--- src/rtl/link_pkg.sv ---
// Shared constants, FIFO entry layout and read-FSM encoding for the link packer.
package link_pkg;
    localparam int TAG_W  = 4;
    localparam int IN_W   = 52;
    localparam int OUT_W  = 64;
    localparam int CNT_W  = 10;
    localparam int BX_W   = 3;

    localparam logic [TAG_W-1:0] TAG_HDR = 4'hA;
    localparam logic [TAG_W-1:0] TAG_DAT = 4'h5;
    localparam logic [TAG_W-1:0] TAG_TRL = 4'hE;

    localparam int HDR_PAD = OUT_W - TAG_W - BX_W;
    localparam int DAT_PAD = OUT_W - TAG_W - IN_W;
    localparam int TRL_PAD = OUT_W - TAG_W - BX_W - CNT_W - 1;

    typedef enum logic {KIND_DATA = 1'b0, KIND_MARKER = 1'b1} kind_t;

    typedef struct packed {
        kind_t             kind;
        logic [IN_W-1:0]   payload;
    } entry_t;

    // Marker payload: summary of the closing event plus the BX of the new one.
    typedef struct packed {
        logic [BX_W-1:0]   close_bx;
        logic [CNT_W-1:0]  cnt;
        logic              ovf;
        logic [BX_W-1:0]   new_bx;
    } marker_t;

    localparam int MARK_W = $bits(marker_t);

    typedef enum logic [1:0] {ST_IDLE, ST_HDR, ST_DATA, ST_TRL} state_t;
endpackage

--- src/rtl/link_packer_if.sv ---
// Merger-side input and link-side output bundle of the link packer.
interface link_packer_if #(parameter int FIFO_DEPTH = 64);
    import link_pkg::*;
    localparam int LW = $clog2(FIFO_DEPTH) + 1;

    logic              new_event;
    logic [BX_W-1:0]   BX;
    logic [IN_W-1:0]   in_dat;
    logic              in_valid;
    // out_data transfers on a cycle with out_valid=1 and out_ready=1; while
    // out_valid=1 and out_ready=0, out_valid and out_data stay unchanged.
    logic [OUT_W-1:0]  out_data;
    logic              out_valid;
    logic              out_ready;
    logic [LW-1:0]     fifo_level;
    logic              overflow;
    logic              protocol_err;

    modport slave (
        input  new_event, BX, in_dat, in_valid, out_ready,
        output out_data, out_valid, fifo_level, overflow, protocol_err
    );

    modport master (
        output new_event, BX, in_dat, in_valid, out_ready,
        input  out_data, out_valid, fifo_level, overflow, protocol_err
    );
endinterface

--- src/rtl/packer_fifo.sv ---
// Single-clock FIFO with a registered head stage; o_level counts the head stage too.
module packer_fifo
    import link_pkg::*;
#(
    parameter int DEPTH = 64,
    localparam int AW = $clog2(DEPTH),
    localparam int LW = AW + 1
) (
    input  logic           clk,
    input  logic           rst_n,
    input  logic           i_push,
    input  entry_t         i_wdata,
    input  logic           i_pop,
    output logic           o_rd_valid,
    output entry_t         o_rd_data,
    output logic [LW-1:0]  o_level
);
    entry_t         r_mem [DEPTH];
    logic [AW-1:0]  r_wr_ptr, r_rd_ptr;
    logic [LW-1:0]  r_mcount, r_level;
    logic           r_rd_valid;
    entry_t         r_rd_data;
    logic           w_push, w_load, w_take;

    assign w_push = i_push && (r_level != LW'(DEPTH));
    assign w_take = i_pop && r_rd_valid;
    // Refill the head stage whenever it is empty or being consumed this cycle.
    assign w_load = (r_mcount != '0) && (!r_rd_valid || i_pop);

    always_ff @(posedge clk) begin
        if (w_push) r_mem[r_wr_ptr] <= i_wdata;
    end

    always_ff @(posedge clk or negedge rst_n) begin
        if (!rst_n) begin
            r_wr_ptr   <= '0;
            r_rd_ptr   <= '0;
            r_mcount   <= '0;
            r_level    <= '0;
            r_rd_valid <= 1'b0;
            r_rd_data  <= '0;
        end else begin
            if (w_push) r_wr_ptr <= r_wr_ptr + 1'b1;
            if (w_load) begin
                r_rd_ptr  <= r_rd_ptr + 1'b1;
                r_rd_data <= r_mem[r_rd_ptr];
            end
            r_mcount <= r_mcount + LW'(w_push) - LW'(w_load);
            r_level  <= r_level + LW'(w_push) - LW'(w_take);
            if (w_load)      r_rd_valid <= 1'b1;
            else if (w_take) r_rd_valid <= 1'b0;
        end
    end

    assign o_rd_valid = r_rd_valid;
    assign o_rd_data  = r_rd_data;
    assign o_level    = r_level;
endmodule

--- src/rtl/link_packer.sv ---
// Packs merged readout words into framed link words (header, data, trailer per event).
module link_packer
    import link_pkg::*;
#(
    parameter int FIFO_DEPTH = 64
) (
    input  logic          clk,
    input  logic          rst_n,
    link_packer_if.slave  bus,
    output state_t        o_dbg_state
);
    localparam int LW = $clog2(FIFO_DEPTH) + 1;
    localparam logic [CNT_W-1:0] CNT_MAX = '1;

    logic              r_nev_d1, r_open, r_ovf, r_overflow, r_proto_err;
    logic [BX_W-1:0]   r_bx_pend, r_cur_bx;
    logic [CNT_W-1:0]  r_cnt;
    logic [LW-1:0]     w_level;
    logic              w_fifo_full, w_data_room, w_in_ok, w_bad_in;
    logic              w_push;
    entry_t            w_wdata;
    marker_t           w_new_mark;

    assign w_fifo_full = (w_level == LW'(FIFO_DEPTH));
    assign w_data_room = (w_level <= LW'(FIFO_DEPTH - 2));
    assign w_in_ok     = bus.in_valid && r_open && !r_nev_d1;
    assign w_bad_in    = bus.in_valid && (!r_open || r_nev_d1);
    assign w_new_mark  = '{close_bx: r_cur_bx, cnt: r_cnt, ovf: r_ovf, new_bx: r_bx_pend};

    // Data words stop one slot short of full so a marker always fits.
    always_comb begin
        w_push  = 1'b0;
        w_wdata = '0;
        if (r_nev_d1) begin
            w_push          = !w_fifo_full;
            w_wdata.kind    = KIND_MARKER;
            w_wdata.payload = {{(IN_W-MARK_W){1'b0}}, w_new_mark};
        end else if (w_in_ok && w_data_room) begin
            w_push          = 1'b1;
            w_wdata.kind    = KIND_DATA;
            w_wdata.payload = bus.in_dat;
        end
    end

    always_ff @(posedge clk or negedge rst_n) begin
        if (!rst_n) begin
            r_nev_d1    <= 1'b0;
            r_open      <= 1'b0;
            r_bx_pend   <= '0;
            r_cur_bx    <= '0;
            r_cnt       <= '0;
            r_ovf       <= 1'b0;
            r_overflow  <= 1'b0;
            r_proto_err <= 1'b0;
        end else begin
            r_nev_d1 <= bus.new_event;
            if (bus.new_event) r_bx_pend <= bus.BX;
            if (r_nev_d1) begin
                r_cur_bx <= r_bx_pend;
                r_open   <= 1'b1;
                r_cnt    <= '0;
                r_ovf    <= 1'b0;
                if (w_fifo_full) r_proto_err <= 1'b1;
            end else if (w_in_ok) begin
                if (w_data_room) begin
                    if (r_cnt != CNT_MAX) r_cnt <= r_cnt + 1'b1;
                end else begin
                    r_ovf      <= 1'b1;
                    r_overflow <= 1'b1;
                end
            end
            if (w_bad_in) r_proto_err <= 1'b1;
        end
    end

    logic          w_head_valid, w_pop;
    entry_t        w_head;
    marker_t       w_head_mark, r_mark;

    packer_fifo #(.DEPTH(FIFO_DEPTH)) u_fifo (
        .clk        (clk),
        .rst_n      (rst_n),
        .i_push     (w_push),
        .i_wdata    (w_wdata),
        .i_pop      (w_pop),
        .o_rd_valid (w_head_valid),
        .o_rd_data  (w_head),
        .o_level    (w_level)
    );

    assign w_head_mark = w_head.payload[MARK_W-1:0];

    state_t            r_state, w_next;
    logic [OUT_W-1:0]  r_out_data, w_out_word;
    logic              r_out_valid, w_out_free, w_load_out;

    assign w_out_free = !r_out_valid || bus.out_ready;

    always_ff @(posedge clk or negedge rst_n) begin
        if (!rst_n) r_state <= ST_IDLE;
        else        r_state <= w_next;
    end

    always_comb begin
        w_next     = r_state;
        w_pop      = 1'b0;
        w_load_out = 1'b0;
        w_out_word = '0;
        case (r_state)
            ST_IDLE: if (w_head_valid) begin
                w_pop = 1'b1;
                if (w_head.kind == KIND_MARKER) w_next = ST_HDR;
            end
            ST_HDR: if (w_out_free) begin
                w_load_out = 1'b1;
                w_out_word = {TAG_HDR, r_mark.new_bx, {HDR_PAD{1'b0}}};
                w_next     = ST_DATA;
            end
            ST_DATA: if (w_head_valid) begin
                if (w_head.kind == KIND_MARKER) begin
                    w_pop  = 1'b1;
                    w_next = ST_TRL;
                end else if (w_out_free) begin
                    w_pop      = 1'b1;
                    w_load_out = 1'b1;
                    w_out_word = {TAG_DAT, {DAT_PAD{1'b0}}, w_head.payload};
                end
            end
            ST_TRL: if (w_out_free) begin
                w_load_out = 1'b1;
                w_out_word = {TAG_TRL, r_mark.close_bx, r_mark.cnt, r_mark.ovf, {TRL_PAD{1'b0}}};
                w_next     = ST_HDR;
            end
            default: w_next = ST_IDLE;
        endcase
    end

    // One marker register serves both the trailer of the closing event and the next header.
    always_ff @(posedge clk or negedge rst_n) begin
        if (!rst_n) begin
            r_mark      <= '0;
            r_out_data  <= '0;
            r_out_valid <= 1'b0;
        end else begin
            if (w_pop && w_head.kind == KIND_MARKER) r_mark <= w_head_mark;
            if (w_load_out) begin
                r_out_data  <= w_out_word;
                r_out_valid <= 1'b1;
            end else if (bus.out_ready) begin
                r_out_valid <= 1'b0;
            end
        end
    end

    assign bus.out_data     = r_out_data;
    assign bus.out_valid    = r_out_valid;
    assign bus.fifo_level   = w_level;
    assign bus.overflow     = r_overflow;
    assign bus.protocol_err = r_proto_err;
    assign o_dbg_state      = r_state;
endmodule
--- src/flat_wrapper.sv ---
// flat-port wrapper written by rule: the top's interface ports become plain ports
module link_packer_flat import link_pkg::*;
#(
    parameter int FIFO_DEPTH = 64
)
  (clk, rst_n, o_dbg_state, bus_new_event, bus_BX, bus_in_dat, bus_in_valid, bus_out_ready, bus_out_data, bus_out_valid, bus_fifo_level, bus_overflow, bus_protocol_err);
  link_packer_if #(.FIFO_DEPTH(FIFO_DEPTH)) bus_i ();
  input  logic clk;
  input  logic rst_n;
  output state_t o_dbg_state;
  input wire logic [$bits(bus_i.new_event)-1:0] bus_new_event;
  input wire logic [$bits(bus_i.BX)-1:0] bus_BX;
  input wire logic [$bits(bus_i.in_dat)-1:0] bus_in_dat;
  input wire logic [$bits(bus_i.in_valid)-1:0] bus_in_valid;
  input wire logic [$bits(bus_i.out_ready)-1:0] bus_out_ready;
  output wire logic [$bits(bus_i.out_data)-1:0] bus_out_data;
  output wire logic [$bits(bus_i.out_valid)-1:0] bus_out_valid;
  output wire logic [$bits(bus_i.fifo_level)-1:0] bus_fifo_level;
  output wire logic [$bits(bus_i.overflow)-1:0] bus_overflow;
  output wire logic [$bits(bus_i.protocol_err)-1:0] bus_protocol_err;
  assign bus_i.new_event = bus_new_event;
  assign bus_i.BX = bus_BX;
  assign bus_i.in_dat = bus_in_dat;
  assign bus_i.in_valid = bus_in_valid;
  assign bus_i.out_ready = bus_out_ready;
  assign bus_out_data = bus_i.out_data;
  assign bus_out_valid = bus_i.out_valid;
  assign bus_fifo_level = bus_i.fifo_level;
  assign bus_overflow = bus_i.overflow;
  assign bus_protocol_err = bus_i.protocol_err;
  link_packer #(.FIFO_DEPTH(FIFO_DEPTH)) u_core (.clk(clk), .rst_n(rst_n), .bus(bus_i), .o_dbg_state(o_dbg_state));
endmodule
--- config.mk ---
export PLATFORM = sky130hd
export DESIGN_NAME = link_packer_flat
export DESIGN_NICKNAME = d
export VERILOG_FILES = /design/src/rtl/link_pkg.sv /design/src/rtl/link_packer_if.sv /design/src/rtl/packer_fifo.sv /design/src/rtl/link_packer.sv /design/src/flat_wrapper.sv
export SDC_FILE = /design/constraint.sdc
export NUM_CORES = 2
export LEC_CHECK = 0
export CORE_UTILIZATION = 40
export DETAILED_ROUTE_END_ITERATION = 8
export HOLD_SLACK_MARGIN = 0.12
export PLACE_DENSITY = 0.57
export SYNTH_ARGS = -nofsm -noshare
export SYNTH_HDL_FRONTEND = slang
export SYNTH_SLANG_ARGS = --single-unit
--- constraint.sdc ---
create_clock -name clk -period 9.8 [get_ports clk]
set_input_delay 1.47 -clock clk [delete_from_list [all_inputs] [get_ports clk]]
set_output_delay 1.47 -clock clk [all_outputs]
set_load 0.005 [all_outputs]
== Word level (Yosys, flattened, before mapping) ==
Memory sizes are Yosys's and may differ from the RTL's. A register that Yosys moved wholly into a read port is not among the register bits.
Index checks and enable logic that the tools add are counted.
Word-level totals
  flip-flop bits (word level): 132
  memory bits (writable): 3392
  input port bits: 60
  logic and storage cells: 117
  memories kept: 1
Cells by class
  $add $sub $neg: 7
  $lt $le $gt $ge: 1
  equal/unequal tests: 13
  mux-type cells: 41
  bitwise logic cells: 2
  reductions and logical operators: 32
Memories
  u_core.u_fifo.r_mem: depth 64, bits a word 53, read ports 1, clocked after Yosys merged registers in 1, write ports 1, line packer_fifo.sv:18  | entry_t r_mem [DEPTH];
Operators with widths (count)
  64-bit two-way mux: 4
  64-bit one-hot mux with 3 select lines: 1
  63-bit two-way mux: 1
  53-bit two-way mux: 1
  52-bit two-way mux: 1
  10-bit two-way mux: 4
  1-bit two-way mux: 20
  7-bit by 1-bit adder with 7-bit output: 2
  2-bit nonzero test: 7
  7-bit by 1-bit subtractor with 7-bit output: 2
  6-bit by 1-bit adder with 6-bit output (second input constant): 2
  2-bit two-way mux: 6
  10-bit by 1-bit adder with 10-bit output (second input constant): 1
  10-bit inequality test (second input constant): 1
  1-bit logical AND: 8
  2-bit inequality test (second input constant): 4
  2-bit one-hot mux with 4 select lines: 1
  7-bit equality test (second input constant): 1
  7-bit by 6-bit less-or-equal comparator with 1-bit output (second input constant): 1
  7-bit inequality test (second input constant): 1
  7-bit nonzero test: 1
  1-bit logical NOT: 6
  2-bit by 1-bit inequality test with 1-bit output (second input constant): 3
  3-bit AND reduction: 2
  other kinds (9): 15

== Longest topological paths before layout ==
  depth after elaboration: 9
  gate-level depth with buffers: 18
  mapped depth without buffers: 16

== Cells and area by module ==
A second synthesis with hierarchy kept.
Second synthesis, totals
  cell total of the unflattened synthesis: 6371
  area total of the unflattened synthesis: 137272.9 um^2
By module, submodules not included
  packer_fifo: times used 1, cells each 5985, area an instance 132615.9 um^2, seq. area each 103859.6 um^2
  link_packer: times used 1, cells each 386, area an instance 4657.0 um^2, seq. area each 2602.5 um^2

== Worst setup path after synthesis ==
No wires, ideal clock.
  path type: input to register
  start: input bus_in_valid
  end: memory u_core.u_fifo.r_mem[55][0] (netlist name), enable pin
  library setup time: 0.464 ns
  arrival time: 4.802 ns
  required time: 9.336 ns
  path slack: 4.534 ns
  stages: 6
  cells stage by stage: nand2_1 -> a211oi_1 -> o21ai_1 -> or3_1 -> clkbuf_1 -> nor2_1
Between the ends
  word-level cells in the longest chain between the ends: 8
RTL lines
  start, declared: line flat_wrapper.sv:14  | input wire logic [$bits(bus_i.in_valid)-1:0] bus_in_valid;
  1-bit logical AND (2 in series): line link_packer.sv:26  | assign w_in_ok = bus.in_valid && r_open && !r_nev_d1;
  1-bit logical AND: line link_packer.sv:38  | end else if (w_in_ok && w_data_room) begin
  1-bit two-way mux: line link_packer.sv:38
  1-bit two-way mux: line link_packer.sv:34  | if (r_nev_d1) begin
  1-bit logical AND: line packer_fifo.sv:25  | assign w_push = i_push && (r_level != LW'(DEPTH));
  1-bit two-way mux: line packer_fifo.sv:31  | if (w_push) r_mem[r_wr_ptr] <= i_wdata;
  1-bit two-way mux (implied by the code): line packer_fifo.sv:31
  end, declared: line packer_fifo.sv:18
Every way passes these cells.

== Worst setup path in the final report ==
  start: input bus_out_ready
  end: register u_core.u_fifo.r_mcount[6]
Between the ends
  word-level cells in the longest chain between the ends: 8
RTL lines
  start, declared: line flat_wrapper.sv:15  | input wire logic [$bits(bus_i.out_ready)-1:0] bus_out_ready;
  1-bit logical OR: line link_packer.sv:97  | assign w_out_free = !r_out_valid || bus.out_ready;
  1-bit two-way mux: line link_packer.sv:123  | end else if (w_out_free) begin
  1-bit two-way mux: line link_packer.sv:120  | if (w_head.kind == KIND_MARKER) begin
  1-bit two-way mux: line link_packer.sv:119  | ST_DATA: if (w_head_valid) begin
  1-bit one-hot mux with 2 select lines: line link_packer.sv:109  | case (r_state)
  1-bit logical OR: line packer_fifo.sv:28  | assign w_load = (r_mcount != '0) && (!r_rd_valid || i_pop);
  1-bit logical AND: line packer_fifo.sv:28
  7-bit by 1-bit subtractor with 7-bit output: line packer_fifo.sv:48  | r_mcount <= r_mcount + LW'(w_push) - LW'(w_load);
  end signal, assigned: line packer_fifo.sv:48
  end, declared: line packer_fifo.sv:20  | logic [LW-1:0] r_mcount, r_level;
Every way passes these cells.
A chain may end at the register's enable or synchronous reset.

==> results.sh <==
export IMPL_finalMaxSlewViolations=0
export IMPL_initial_core_util_pct=40.3
export IMPL_core_area_um2=340000
export IMPL_insertion_delay_ps=950
export IMPL_synth_seq_cells=3576
export IMPL_postCtsHoldBufs=0
export IMPL_min_period_ps=5070
export IMPL_syn_num_nets=6369
export IMPL_clkTransAtPathRegs_ps=60
export IMPL_die_y_um=587
export IMPL_place_hpwl_um=237000
export IMPL_rows=214
export IMPL_setup_ws_ps=4730
export IMPL_grt_pass1_wl_um=562000
export IMPL_synth_edff_count=3392
export IMPL_synth_warnings=0
export IMPL_async_flop_share_pct=5.15
export IMPL_drive_gt1_share_pct=24.5
export IMPL_crit_type="primary input to flip-flop"
export IMPL_hold_viol=0
export IMPL_fin_util_pct=46.0
export IMPL_max_freq_mhz=197
export IMPL_startpoint_type="primary input"
export IMPL_grt_met2_usage_pct=36.9
export IMPL_synth_cells=6275
export IMPL_use_met3_pct=4.01
export IMPL_ant_nets=0
export IMPL_multi_input_area_um2=29300
export IMPL_finalSetupViolCount=0
export IMPL_maxCapViolCount=0
export IMPL_synth_cell_types=61
export IMPL_dp_cells=10800
export IMPL_drtPass1Iterations=5
export IMPL_clock_path_buffers=4
export IMPL_status="finished, final reports clean"
export IMPL_routed_wl_um=408000
export IMPL_drt_initial_drc_count=8823
export IMPL_cts_resized=0
export IMPL_seqCellArea_um2=106000
export IMPL_drc_errors=0
export IMPL_worst_path_max_fanout=21
export IMPL_die_w_um=587
export IMPL_ir_drop_uv=233
export IMPL_ios=136
export IMPL_worst_slew_pin_slew_ps=1340
export IMPL_via_per_inst=6.00
export IMPL_fill_cells=28000
export IMPL_period_share_pct=51.7
export IMPL_reg2reg_slack_ps=5040
export IMPL_crit_required_ps=10660
export IMPL_place_congestion=0.852
export IMPL_yosysSeqAreaShare_pct=77.7
export IMPL_synth_flop_cell="edfxtp_1"
export IMPL_htreeDepth=5
export IMPL_rsz0062_at_grt="no"
export IMPL_die_area_um2=345000
export IMPL_endpoint_kind="flip-flop"
export IMPL_post_cts_buffers=0
export IMPL_synthToLayoutAreaGrowth_pct=14.4
export IMPL_hold_ws_ps=472
export IMPL_relSlewSlack_pct=9.42
export IMPL_final_cells=11500
export IMPL_pre_cts_ws_ps=3890
export IMPL_use_met1_pct=33.1
export IMPL_cts_buffers=371
export IMPL_vias=69100
export IMPL_nets=6753
export IMPL_grt_busiest_layer="met2"
export IMPL_first_global_vias=68700
export IMPL_grt_max_degree=111
export IMPL_cp_data_arrival_time_ps=5920
export IMPL_power_density_nw_per_um2=296
export IMPL_antenna_found_initial=28
export IMPL_netlist_area_um2=137000
export IMPL_grtUsageTotal_pct=23.3
export IMPL_setup_tns_final_ps=0
export IMPL_avgRoutedWirePerCell_um=35.5
export IMPL_root_buffer="clkbuf_16"
export IMPL_cts_sinks=3576
export IMPL_final_cell_mix="edfxtp_1 (3392), mux4_2 (752), mux2i_1 (411)"
export IMPL_port_buffers=135
export IMPL_min_path_type="flip-flop to flip-flop"
export IMPL_overflow=0
export IMPL_syn_avg_cell_area_um2=21.8
export IMPL_clock_skew_ps=41.2
export IMPL_p_leak_nw=50.8
export IMPL_cts_tree="built"
export IMPL_final_common_cell="edfxtp_1"
[kinds of logic (layout without fill, tap and decap cells)]
kind of cell    Yosys count  in the layout  synth area share [%]
compound gates          668            668                  3.43
xor+xnor                 26             26                 0.166
fa+ha+maj                34             34                 0.321
buf+inv                 397           1083                  1.46
flops                  3576           3576                  77.7
mux                    1199           1199                  15.7
other cells               0             13                     0
simple gates            375            375                  1.26
[critical path, stage by stage]
cell,delay [ps]
clkdlybuf4s50_1,470
or3b_1,400
a21oi_1,930
or2_2,620
clkinv_2,270
ha_1,340
inv_1,40
ha_1,200
fa_1,430
a21oi_1,160
nor2_1,70
o21ai_0,140
a21oi_1,100
nor2_1,130
xnor2_1,130
[path summary, 6_finish.rpt]
| kind | cells after the start | startpoint | end |
|---|---|---|---|
| worst max-delay path | 15 | bus_out_ready | u_core.u_fifo.r_mcount[6]$_DFF_PN0_ |
| worst min register to register | 1 | u_core.u_fifo.r_rd_ptr[5]$_DFFE_PN0P_ | u_core.u_fifo.r_rd_ptr[5]$_DFFE_PN0P_ |
| min in group asynchronous | 1 | rst_n | u_core.r_cnt[0]$_DFFE_PN0P_ |
| max in group asynchronous | 3 | rst_n | u_core.bus.out_data[41]$_DFFE_PN0P_ |
| worst min-delay path | 1 | u_core.u_fifo.r_rd_ptr[5]$_DFFE_PN0P_ | u_core.u_fifo.r_rd_ptr[5]$_DFFE_PN0P_ |
| worst max register to register | 14 | u_core.u_fifo.o_rd_data[52]$_DFFE_PN0P_ | u_core.u_fifo.r_mcount[6]$_DFF_PN0_ |
[state kept, by name, summed over array words and instances, names as in the netlist, 2 cells and up]
name	cells
u_core.r_cur_bx	3
u_core.u_fifo.o_rd_data	53
u_core.u_fifo.r_rd_ptr	6
u_core.u_fifo.r_mem	3392
u_core.bus.out_data	63
u_core.o_dbg_state	2
u_core.u_fifo.r_mcount	7
u_core.r_bx_pend	3
u_core.r_mark	17
u_core.r_cnt	10
u_core.u_fifo.r_wr_ptr	6
u_core.u_fifo.o_level	7
[Yosys cell counts, drive strengths merged (4+ instances only)]
cell type	number	area [um2]
mux2i	411	4110
o211ai	29	218
or3	6	37.5
xnor2	20	175
clkbuf	160	601
nor2b	11	68.8
inv	39	146
a31oi	7	43.8
a211o	4	35.0
buf	198	1260
o22ai	60	375
nor2	147	557
and2	38	238
nand2	92	345
o21ai	95	475
xor2	6	52.6
nand3	24	120
a311oi	32	280
a21oi	134	671
or2	6	37.5
nor3	17	85.1
a221oi	13	114
a222oi	6	60.1
a22o	76	666
o221ai	67	587
edfxtp	3392	102000
a221o	13	130
mux2	36	405
mux4	752	16900
a2111oi	8	95.1
nand3b	9	67.6
nand2b	10	62.6
nand4	4	25.0
nor4	4	25.0
a22oi	91	683
dfrtp	184	4600
ha	32	400
o31ai	6	45.0
a211oi	13	97.6
[power breakdown]
| part | internal (W) | switching (W) | total [W] | leakage (nW) |
|---|---|---|---|---|
| logic | 0.00516 | 0.00879 | 0.0140 | 11.5 |
| registers | 0.0180 | 0.000739 | 0.0187 | 33.6 |
| clock network | 0.00784 | 0.00593 | 0.0138 | 5.76 |
| total | 0.0310 | 0.0155 | 0.0464 | 50.8 |
[cell type report]
type,count,share of cell area [%]
sequential,3576,68.0
multi-input combinational,2302,18.7
clock buffer,465,6.30
tap,4536,3.62
timing repair buffer,369,2.07
clock inverter,210,1.21
inverter,39,0.0974
antenna,13,0.0208
[routing by layer]
layer | up-vias | share of wire [%]
li1 | 27200 | -
met1 | 37700 | 41
met2 | 3523 | 47
met3 | 591 | 8.8
met4 | 10 | 3.4
met5 | - | 0.018
[per-stage QoR]
step                      instance area [um2]  total power, W
final                                  157000          0.0464
after global routing                   157000          0.0477
after detailed placement               145000          0.0330
after global placement                 145000          0.0329
after floorplan                        137000          0.0271
after CTS                              157000          0.0466
Power figures use the tool's default switching activity.
